$ cat config.mk
export PLATFORM = sky130hd
export DESIGN_NAME = ifu_fetch_flat
export DESIGN_NICKNAME = d
export VERILOG_FILES = /design/src/rtl/ifu_fetch_pkg.sv /design/src/rtl/ifu_fetch_if.sv /design/src/rtl/ifu_fetch_reg.sv /design/src/rtl/ifu_fetch.sv /design/src/flat_wrapper.sv
export SDC_FILE = /design/constraint.sdc
export NUM_CORES = 1
export LEC_CHECK = 0
export ABC_AREA = 0
export BUFFER_PORTS_ARGS = -buffer_cell sky130_fd_sc_hd__buf_2
export CAP_MARGIN = 20
export CORE_ASPECT_RATIO = 1.75
export CORE_UTILIZATION = 54
export CTS_BUF_LIST = sky130_fd_sc_hd__clkbuf_2
export DETAILED_ROUTE_END_ITERATION = 12
export GPL_ROUTABILITY_DRIVEN = 0
export PLACE_DENSITY = 0.91
export SLEW_MARGIN = 20
export SYNTH_ARGS = -nofsm -noshare
export SYNTH_HDL_FRONTEND = slang
export SYNTH_SLANG_ARGS = --single-unit
$ cat constraint.sdc
create_clock -name clk -period 3.4 [get_ports clk]
set_input_delay 0.51 -clock clk [delete_from_list [all_inputs] [get_ports clk]]
set_output_delay 0.51 -clock clk [all_outputs]
set_load 0.005 [all_outputs]
$ cat src/rtl/ifu_fetch_pkg.sv
// Shared types and defaults for the instruction fetch stage: state encoding,
// reset PC, timeout limit and an alignment helper.
package ifu_fetch_pkg;

    localparam int              IFU_ISA_WIDTH = 32;
    localparam logic [31:0]     IFU_RESET_PC  = 32'h8000_0000;
    localparam int              IFU_TO_WIDTH  = 8;
    localparam logic [7:0]      IFU_TIMEOUT   = 8'd255;

    typedef enum logic [2:0] {
        IFU_REQ   = 3'd0,
        IFU_WAIT  = 3'd1,
        IFU_VALID = 3'd2,
        IFU_EXEC  = 3'd3,
        IFU_ERR   = 3'd4
    } ifu_state_e;

    // Instructions are word aligned; any set low bit in a PC is a fault.
    function automatic logic misaligned(input logic [1:0] pc_lsbs);
        return pc_lsbs != 2'b00;
    endfunction

endpackage

$ cat src/rtl/ifu_fetch_if.sv
// Fetch-side buses: instruction-memory request/response and the decoder handoff.
// master = fetch stage, slave = memory + decoder side.
interface ifu_fetch_if
    import ifu_fetch_pkg::*;
#(
    parameter int ISA_WIDTH = IFU_ISA_WIDTH
) ();
    logic                 imem_req_valid;
    logic                 imem_req_ready;
    logic [ISA_WIDTH-1:0] imem_req_addr;
    logic                 imem_resp_valid;
    logic [31:0]          imem_resp_data;
    logic                 imem_resp_err;
    logic [31:0]          inst;
    logic                 inst_valid;
    logic                 inst_ready;

    modport master (
        output imem_req_valid, imem_req_addr, inst, inst_valid,
        input  imem_req_ready, imem_resp_valid, imem_resp_data, imem_resp_err, inst_ready
    );

    modport slave (
        input  imem_req_valid, imem_req_addr, inst, inst_valid,
        output imem_req_ready, imem_resp_valid, imem_resp_data, imem_resp_err, inst_ready
    );
endinterface

$ cat src/rtl/ifu_fetch_reg.sv
// Parameterised register with asynchronous active-low reset value and write enable.
module ifu_fetch_reg #(
    parameter int               WIDTH     = 32,
    parameter logic [WIDTH-1:0] RESET_VAL = '0
) (
    input  logic             clk,
    input  logic             rst,
    input  logic             wen,
    input  logic [WIDTH-1:0] d,
    output logic [WIDTH-1:0] q
);
    logic [WIDTH-1:0] data_d;
    logic [WIDTH-1:0] data_q;

    always_comb begin
        data_d = data_q;
        if (wen) begin
            data_d = d;
        end
    end

    always_ff @(posedge clk or negedge rst) begin
        if (!rst) begin
            data_q <= RESET_VAL;
        end else begin
            data_q <= data_d;
        end
    end

    assign q = data_q;
endmodule

$ cat src/rtl/ifu_fetch.sv
// Instruction fetch stage: owns the PC, fetches one instruction per PC and
// hands it to the decoder; halts in ERR on a bus fault, timeout or bad PC.
module ifu_fetch
    import ifu_fetch_pkg::*;
#(
    parameter int                    ISA_WIDTH = IFU_ISA_WIDTH,
    parameter logic [ISA_WIDTH-1:0]  RESET_PC  = IFU_RESET_PC,
    parameter int                    TO_WIDTH  = IFU_TO_WIDTH,
    parameter logic [TO_WIDTH-1:0]   TIMEOUT   = IFU_TIMEOUT
) (
    input  logic                 clk,
    input  logic                 rst,
    input  logic [ISA_WIDTH-1:0] pc_in,
    input  logic                 pc_w_en,
    output logic [ISA_WIDTH-1:0] pc_out,
    ifu_fetch_if.master          bus,
    output logic                 fetch_err,
    output logic [31:0]          fetch_cnt
);
    ifu_state_e          state_d, state_q;
    logic [TO_WIDTH-1:0] to_cnt_d, to_cnt_q;
    logic [31:0]         fetch_cnt_d, fetch_cnt_q;
    logic                req_valid_d, req_valid_q;
    logic                inst_valid_d, inst_valid_q;
    logic                fetch_err_d, fetch_err_q;
    logic                pc_load;
    logic                inst_load;
    logic [ISA_WIDTH-1:0] pc_q;
    logic [31:0]         inst_q;

    ifu_fetch_reg #(.WIDTH(ISA_WIDTH), .RESET_VAL(RESET_PC)) u_pc_reg (
        .clk(clk), .rst(rst), .wen(pc_load), .d(pc_in), .q(pc_q)
    );

    ifu_fetch_reg #(.WIDTH(32), .RESET_VAL(32'h0)) u_inst_reg (
        .clk(clk), .rst(rst), .wen(inst_load), .d(bus.imem_resp_data), .q(inst_q)
    );

    always_comb begin
        state_d     = state_q;
        to_cnt_d    = to_cnt_q;
        fetch_cnt_d = fetch_cnt_q;
        pc_load     = 1'b0;
        inst_load   = 1'b0;
        case (state_q)
            IFU_REQ: begin
                // Acceptance only counts once the request is actually visible.
                if (req_valid_q && bus.imem_req_ready) begin
                    state_d  = IFU_WAIT;
                    to_cnt_d = '0;
                end
            end
            IFU_WAIT: begin
                if (bus.imem_resp_valid) begin
                    if (bus.imem_resp_err) begin
                        state_d = IFU_ERR;
                    end else begin
                        inst_load   = 1'b1;
                        fetch_cnt_d = fetch_cnt_q + 32'd1;
                        state_d     = IFU_VALID;
                    end
                end else begin
                    if (to_cnt_q != '1) begin
                        to_cnt_d = to_cnt_q + 1'b1;
                    end
                    if (to_cnt_d == TIMEOUT) begin
                        state_d = IFU_ERR;
                    end
                end
            end
            IFU_VALID: begin
                if (bus.inst_ready) begin
                    if (pc_w_en) begin
                        pc_load = 1'b1;
                        state_d = misaligned(pc_in[1:0]) ? IFU_ERR : IFU_REQ;
                    end else begin
                        state_d = IFU_EXEC;
                    end
                end
            end
            IFU_EXEC: begin
                if (pc_w_en) begin
                    pc_load = 1'b1;
                    state_d = misaligned(pc_in[1:0]) ? IFU_ERR : IFU_REQ;
                end
            end
            IFU_ERR: begin
                state_d = IFU_ERR;
            end
            default: begin
                state_d = IFU_ERR;
            end
        endcase

        // Outputs are registered copies of the next-state decode.
        req_valid_d  = (state_d == IFU_REQ);
        inst_valid_d = (state_d == IFU_VALID);
        fetch_err_d  = (state_d == IFU_ERR);
    end

    always_ff @(posedge clk or negedge rst) begin
        if (!rst) begin
            state_q      <= IFU_REQ;
            to_cnt_q     <= '0;
            fetch_cnt_q  <= '0;
            req_valid_q  <= 1'b0;
            inst_valid_q <= 1'b0;
            fetch_err_q  <= 1'b0;
        end else begin
            state_q      <= state_d;
            to_cnt_q     <= to_cnt_d;
            fetch_cnt_q  <= fetch_cnt_d;
            req_valid_q  <= req_valid_d;
            inst_valid_q <= inst_valid_d;
            fetch_err_q  <= fetch_err_d;
        end
    end

    assign pc_out             = pc_q;
    assign bus.imem_req_valid = req_valid_q;
    assign bus.imem_req_addr  = pc_q;
    assign bus.inst           = inst_q;
    assign bus.inst_valid     = inst_valid_q;
    assign fetch_err          = fetch_err_q;
    assign fetch_cnt          = fetch_cnt_q;
endmodule

$ cat src/flat_wrapper.sv
// flat-port wrapper written by rule: the top's interface ports become plain ports
module ifu_fetch_flat import ifu_fetch_pkg::*;
#(
    parameter int                    ISA_WIDTH = IFU_ISA_WIDTH,
    parameter logic [ISA_WIDTH-1:0]  RESET_PC  = IFU_RESET_PC,
    parameter int                    TO_WIDTH  = IFU_TO_WIDTH,
    parameter logic [TO_WIDTH-1:0]   TIMEOUT   = IFU_TIMEOUT
)
  (clk, rst, pc_in, pc_w_en, pc_out, fetch_err, fetch_cnt, bus_imem_req_valid, bus_imem_req_addr, bus_inst, bus_inst_valid, bus_imem_req_ready, bus_imem_resp_valid, bus_imem_resp_data, bus_imem_resp_err, bus_inst_ready);
  ifu_fetch_if #(.ISA_WIDTH(ISA_WIDTH)) bus_i ();
  input  logic clk;
  input  logic rst;
  input  logic [ISA_WIDTH-1:0] pc_in;
  input  logic pc_w_en;
  output logic [ISA_WIDTH-1:0] pc_out;
  output logic fetch_err;
  output logic [31:0] fetch_cnt;
  output wire logic [$bits(bus_i.imem_req_valid)-1:0] bus_imem_req_valid;
  output wire logic [$bits(bus_i.imem_req_addr)-1:0] bus_imem_req_addr;
  output wire logic [$bits(bus_i.inst)-1:0] bus_inst;
  output wire logic [$bits(bus_i.inst_valid)-1:0] bus_inst_valid;
  input wire logic [$bits(bus_i.imem_req_ready)-1:0] bus_imem_req_ready;
  input wire logic [$bits(bus_i.imem_resp_valid)-1:0] bus_imem_resp_valid;
  input wire logic [$bits(bus_i.imem_resp_data)-1:0] bus_imem_resp_data;
  input wire logic [$bits(bus_i.imem_resp_err)-1:0] bus_imem_resp_err;
  input wire logic [$bits(bus_i.inst_ready)-1:0] bus_inst_ready;
  assign bus_imem_req_valid = bus_i.imem_req_valid;
  assign bus_imem_req_addr = bus_i.imem_req_addr;
  assign bus_inst = bus_i.inst;
  assign bus_inst_valid = bus_i.inst_valid;
  assign bus_i.imem_req_ready = bus_imem_req_ready;
  assign bus_i.imem_resp_valid = bus_imem_resp_valid;
  assign bus_i.imem_resp_data = bus_imem_resp_data;
  assign bus_i.imem_resp_err = bus_imem_resp_err;
  assign bus_i.inst_ready = bus_inst_ready;
  ifu_fetch #(.ISA_WIDTH(ISA_WIDTH), .RESET_PC(RESET_PC), .TO_WIDTH(TO_WIDTH), .TIMEOUT(TIMEOUT)) u_core (.clk(clk), .rst(rst), .pc_in(pc_in), .pc_w_en(pc_w_en), .pc_out(pc_out), .bus(bus_i), .fetch_err(fetch_err), .fetch_cnt(fetch_cnt));
endmodule
==> results.py <==
metrics = {
    "global_routing": {
        "grt_max_degree": 68,
        "use_met1_pct": 26.2,
        "track_usage_pct": 23.5,
        "grt-busiest-layer": "met2",
        "antenna_found_initial": 1,
        "grt-ovfl-total": 0,
        "grt_pass1_wl_um": 16800,
        "grt_pass1_vias": 3756,
        "gr-usage-met2_pct": 41.3,
        "grt_use_met3_pct": 5.36,
    },
    "floorplanning": {
        "die-area_um2": 9380,
        "die_h_um": 127,
        "coreArea_um2": 8670,
        "ioPinCount": 202,
        "die_w_um": 73.6,
        "num_rows": 45,
        "start_util_pct": 55.9,
    },
    "clock_tree": {
        "cts_root_buf": "clkbuf_2",
        "cts_max_path_buffers": 2,
        "cts_tree": "built",
        "cts.clk_slew.worst_paths_ns": 0.28,
        "cts_buffers": 9,
        "htree_levels": 3,
        "clkLatencyLatePin_ns": 0.57,
        "post_cts_buffers": 0,
        "cts.sinks": 110,
    },
    "yosys": {
        "syn_avg_cell_area_um2": 10.8,
        "synth_top_area_cell": "dfrtp_1",
        "synth-seq-cells": 110,
        "yosys_most_used_dff": "dfrtp_1",
        "synth_top_cell_area_share_pct": 56.2,
        "syn-num-nets": 524,
        "synth.cell_area_um2": 4850,
        "ys_top_cells_by_area": "dfrtp_1 56%, nand2_1 9.1%, mux2_2 7.7%",
        "synth_warnings": 0,
        "yosysMostFrequentCell": "nand2_1",
        "yosysSeqAreaShare_pct": 56.8,
        "yosysUniqueCellTypes": 47,
        "synth_edf_count": 0,
        "async_reset_ff_share_pct": 100,
        "syn_inst": 451,
        "synthTopCellsByCount": "117 x nand2_1, 109 x dfrtp_1, 33 x mux2_2",
    },
    "pwr": {
        "power_density_nw_per_um2": 357,
        "finalPower_uw": 2100,
        "irDropWorstVdd_mv": 0.275,
        "power.leakage_uw": 0.00340,
    },
    "placed_design": {
        "port_buffers": 201,
        "hpwl_um": 8140,
        "dp.cells": 728,
        "place_ws_ns": 1.18,
    },
    "finish": {
        "fill_cells": 672,
        "regArea_um2": 2750,
        "post_route_cells_drive_above_1_share_pct": 41.7,
        "finalNetCount": 696,
        "final_cells": 746,
        "areaGrowthSynthToFinish_pct": 21.6,
        "multi_input_area_um2": 1760,
    },
    "worst_setup_path": {
        "timing.rr.start": "u_core.state_q[0]",
        "required_ns": 3.92,
        "startpoint_type": "flip-flop",
        "worstReg2RegEnd": "u_core.fetch_cnt[28]",
        "r2r_cells": 5,
        "cp-end-kind": "flip-flop",
        "cp_max_fo": 9,
        "r2r_setup_slack_ns": 1.33,
        "crit_type": "flip-flop to flip-flop",
        "cp.arrival_ns": 2.59,
    },
    "timing": {
        "maxSlewHeadroom_pct": 41.4,
        "fin_worst_skew_ns": 0.0256,
        "hold_viol": 0,
        "worst_pin_slew_ns": 0.874,
        "drv_slew": 0,
        "period_needed_ns": 2.07,
        "fmax_mhz": 482,
        "setup_slack_ns": 1.33,
        "fin_crit_sh_pct": 61.0,
        "setup_tns_ns": 0,
        "rsz0062_at_grt": "no",
        "setup_viol": 0,
    },
    "drt": {
        "vias_per_cell": 5.23,
        "drc": 0,
        "num_vias": 3901,
        "routed_wl_um": 10800,
        "ant_nets": 0,
        "wl_per_cell_um": 14.4,
        "dr.pass1.iters": 5,
        "drtIter0Drc": 182,
    },
    "job": {
        "maxCapViolations": 0,
    },
    "outcome": {
        "outcome": "complete, no violations",
    },
    "min_path": {
        "hold_depth": 3,
        "holdCritPathClass": "primary input to flip-flop",
        "worstHoldStart": "bus_imem_resp_data[11]",
        "hold_end": "u_core.u_inst_reg.q[11]",
    },
}
==> area by class of cell <==
| type | instances | area share [%] |
|---|---|---|
| flip-flops and latches | 110 | 46.7 |
| multi-input cells | 286 | 29.9 |
| repair buffers | 206 | 18.0 |
| well taps | 117 | 2.48 |
| clock inverters | 7 | 1.51 |
| clock buffers | 9 | 0.764 |
| inverters | 10 | 0.636 |
| diodes | 1 | 0.0424 |
==> repair_timing <==
| item | in CTS | in global routing |
|---|---|---|
| endpoints found under the hold margin | 34 | 0 |
| hold buffers | 1 | 0 |
| resized for setup | 0 | 0 |
| endpoints found under the setup margin | 0 | 0 |
==> cells by family after synthesis <==
logic type | after synthesis | synth area share (%)
buf+inv | 55 | 6.94
fa+ha+maj | 2 | 0.516
simple gates | 194 | 18.9
mux | 34 | 7.87
flops | 110 | 56.8
compound gates | 24 | 3.28
xor+xnor | 32 | 5.78
==> power breakdown <==
group / internal, uW / total [uW] / switching (uW)
sequential: 1330 / 1340 / 10.2
clock: 238 / 650 / 411
combinational: 61.3 / 117 / 55.5
==> stage by stage <==
step                      utilization [%]  hold slack (ns)  instance area (um^2)
after floorplan                         -            0.214                  4850
after global placement               66.3            0.452                  5750
after detailed placement             66.3            0.457                  5750
after CTS                            68.0           0.0565                  5900
after global routing                 68.0           0.0287                  5900
final                                68.0           0.0939                  5900
==> critical path, stage by stage (launching register included) <==
cell and delay (ns):
dfrtp_1 0.55, nand4b_1 0.21, nor4b_1 0.60, nand4_1 0.31
nor2_1 0.20, xor2_1 0.16
==> worst max path at each step <==
| stage | slack (ns) | start | cells past startpoint | end |
|---|---|---|---|---|
| 2_1_floorplan | 1.58 | bus_imem_resp_err | 5 | u_core.fetch_cnt[31] |
| 3_3_place_gp | 1.28 | bus_imem_resp_err | 6 | u_core.fetch_cnt[28] |
| 3_5_place_dp | 1.18 | bus_imem_resp_err | 6 | u_core.fetch_cnt[28] |
| 4_1_cts | 1.29 | u_core.state_q[0] | 5 | u_core.fetch_cnt[28] |
| 5_1_grt | 1.19 | u_core.state_q[0] | 5 | u_core.fetch_cnt[28] |
| 6_report | 1.33 | u_core.state_q[0] | 5 | u_core.fetch_cnt[28] |
==> routing by layer <==
layer  vias up  wire length (um)
met1      1883              4010
met3        30               615
met2       165              5830
met5         -                 0
li1       1823                 -
met4         0               309
==> cells in the final DEF (no fill, tap or decap), types with 2 or more instances in the layout <==
master and n:
mux2_2 33, nand2_1 117, a31oi_1 3, or3_1 3
and4_1 6, ha_1 2, nand3_1 11, nor2_1 17
nand2b_1 2, nor4b_1 2, o211ai_1 2, clkbuf_2 9
o21ai_0 6, nand4_1 12, a21oi_1 4, buf_4 4
xor2_1 13, and2_1 2, buf_2 200, and3_1 3
bufinv_16 2, inv_1 9, clkinv_1 3, xnor2_1 19
dfrtp_1 109, o21bai_1 2, nor3_1 6
==> registers in the layout, summed over array words and instances (netlist names) <==
register                   cells
u_core.to_cnt_q                8
u_core.state_q                 3
u_core.fetch_cnt              32
u_core.u_pc_reg.q             32
u_core.bus.imem_req_valid      1
u_core.fetch_err               1
u_core.bus.inst_valid          1
u_core.u_inst_reg.q           32
(Power assumes the default switching activity.)
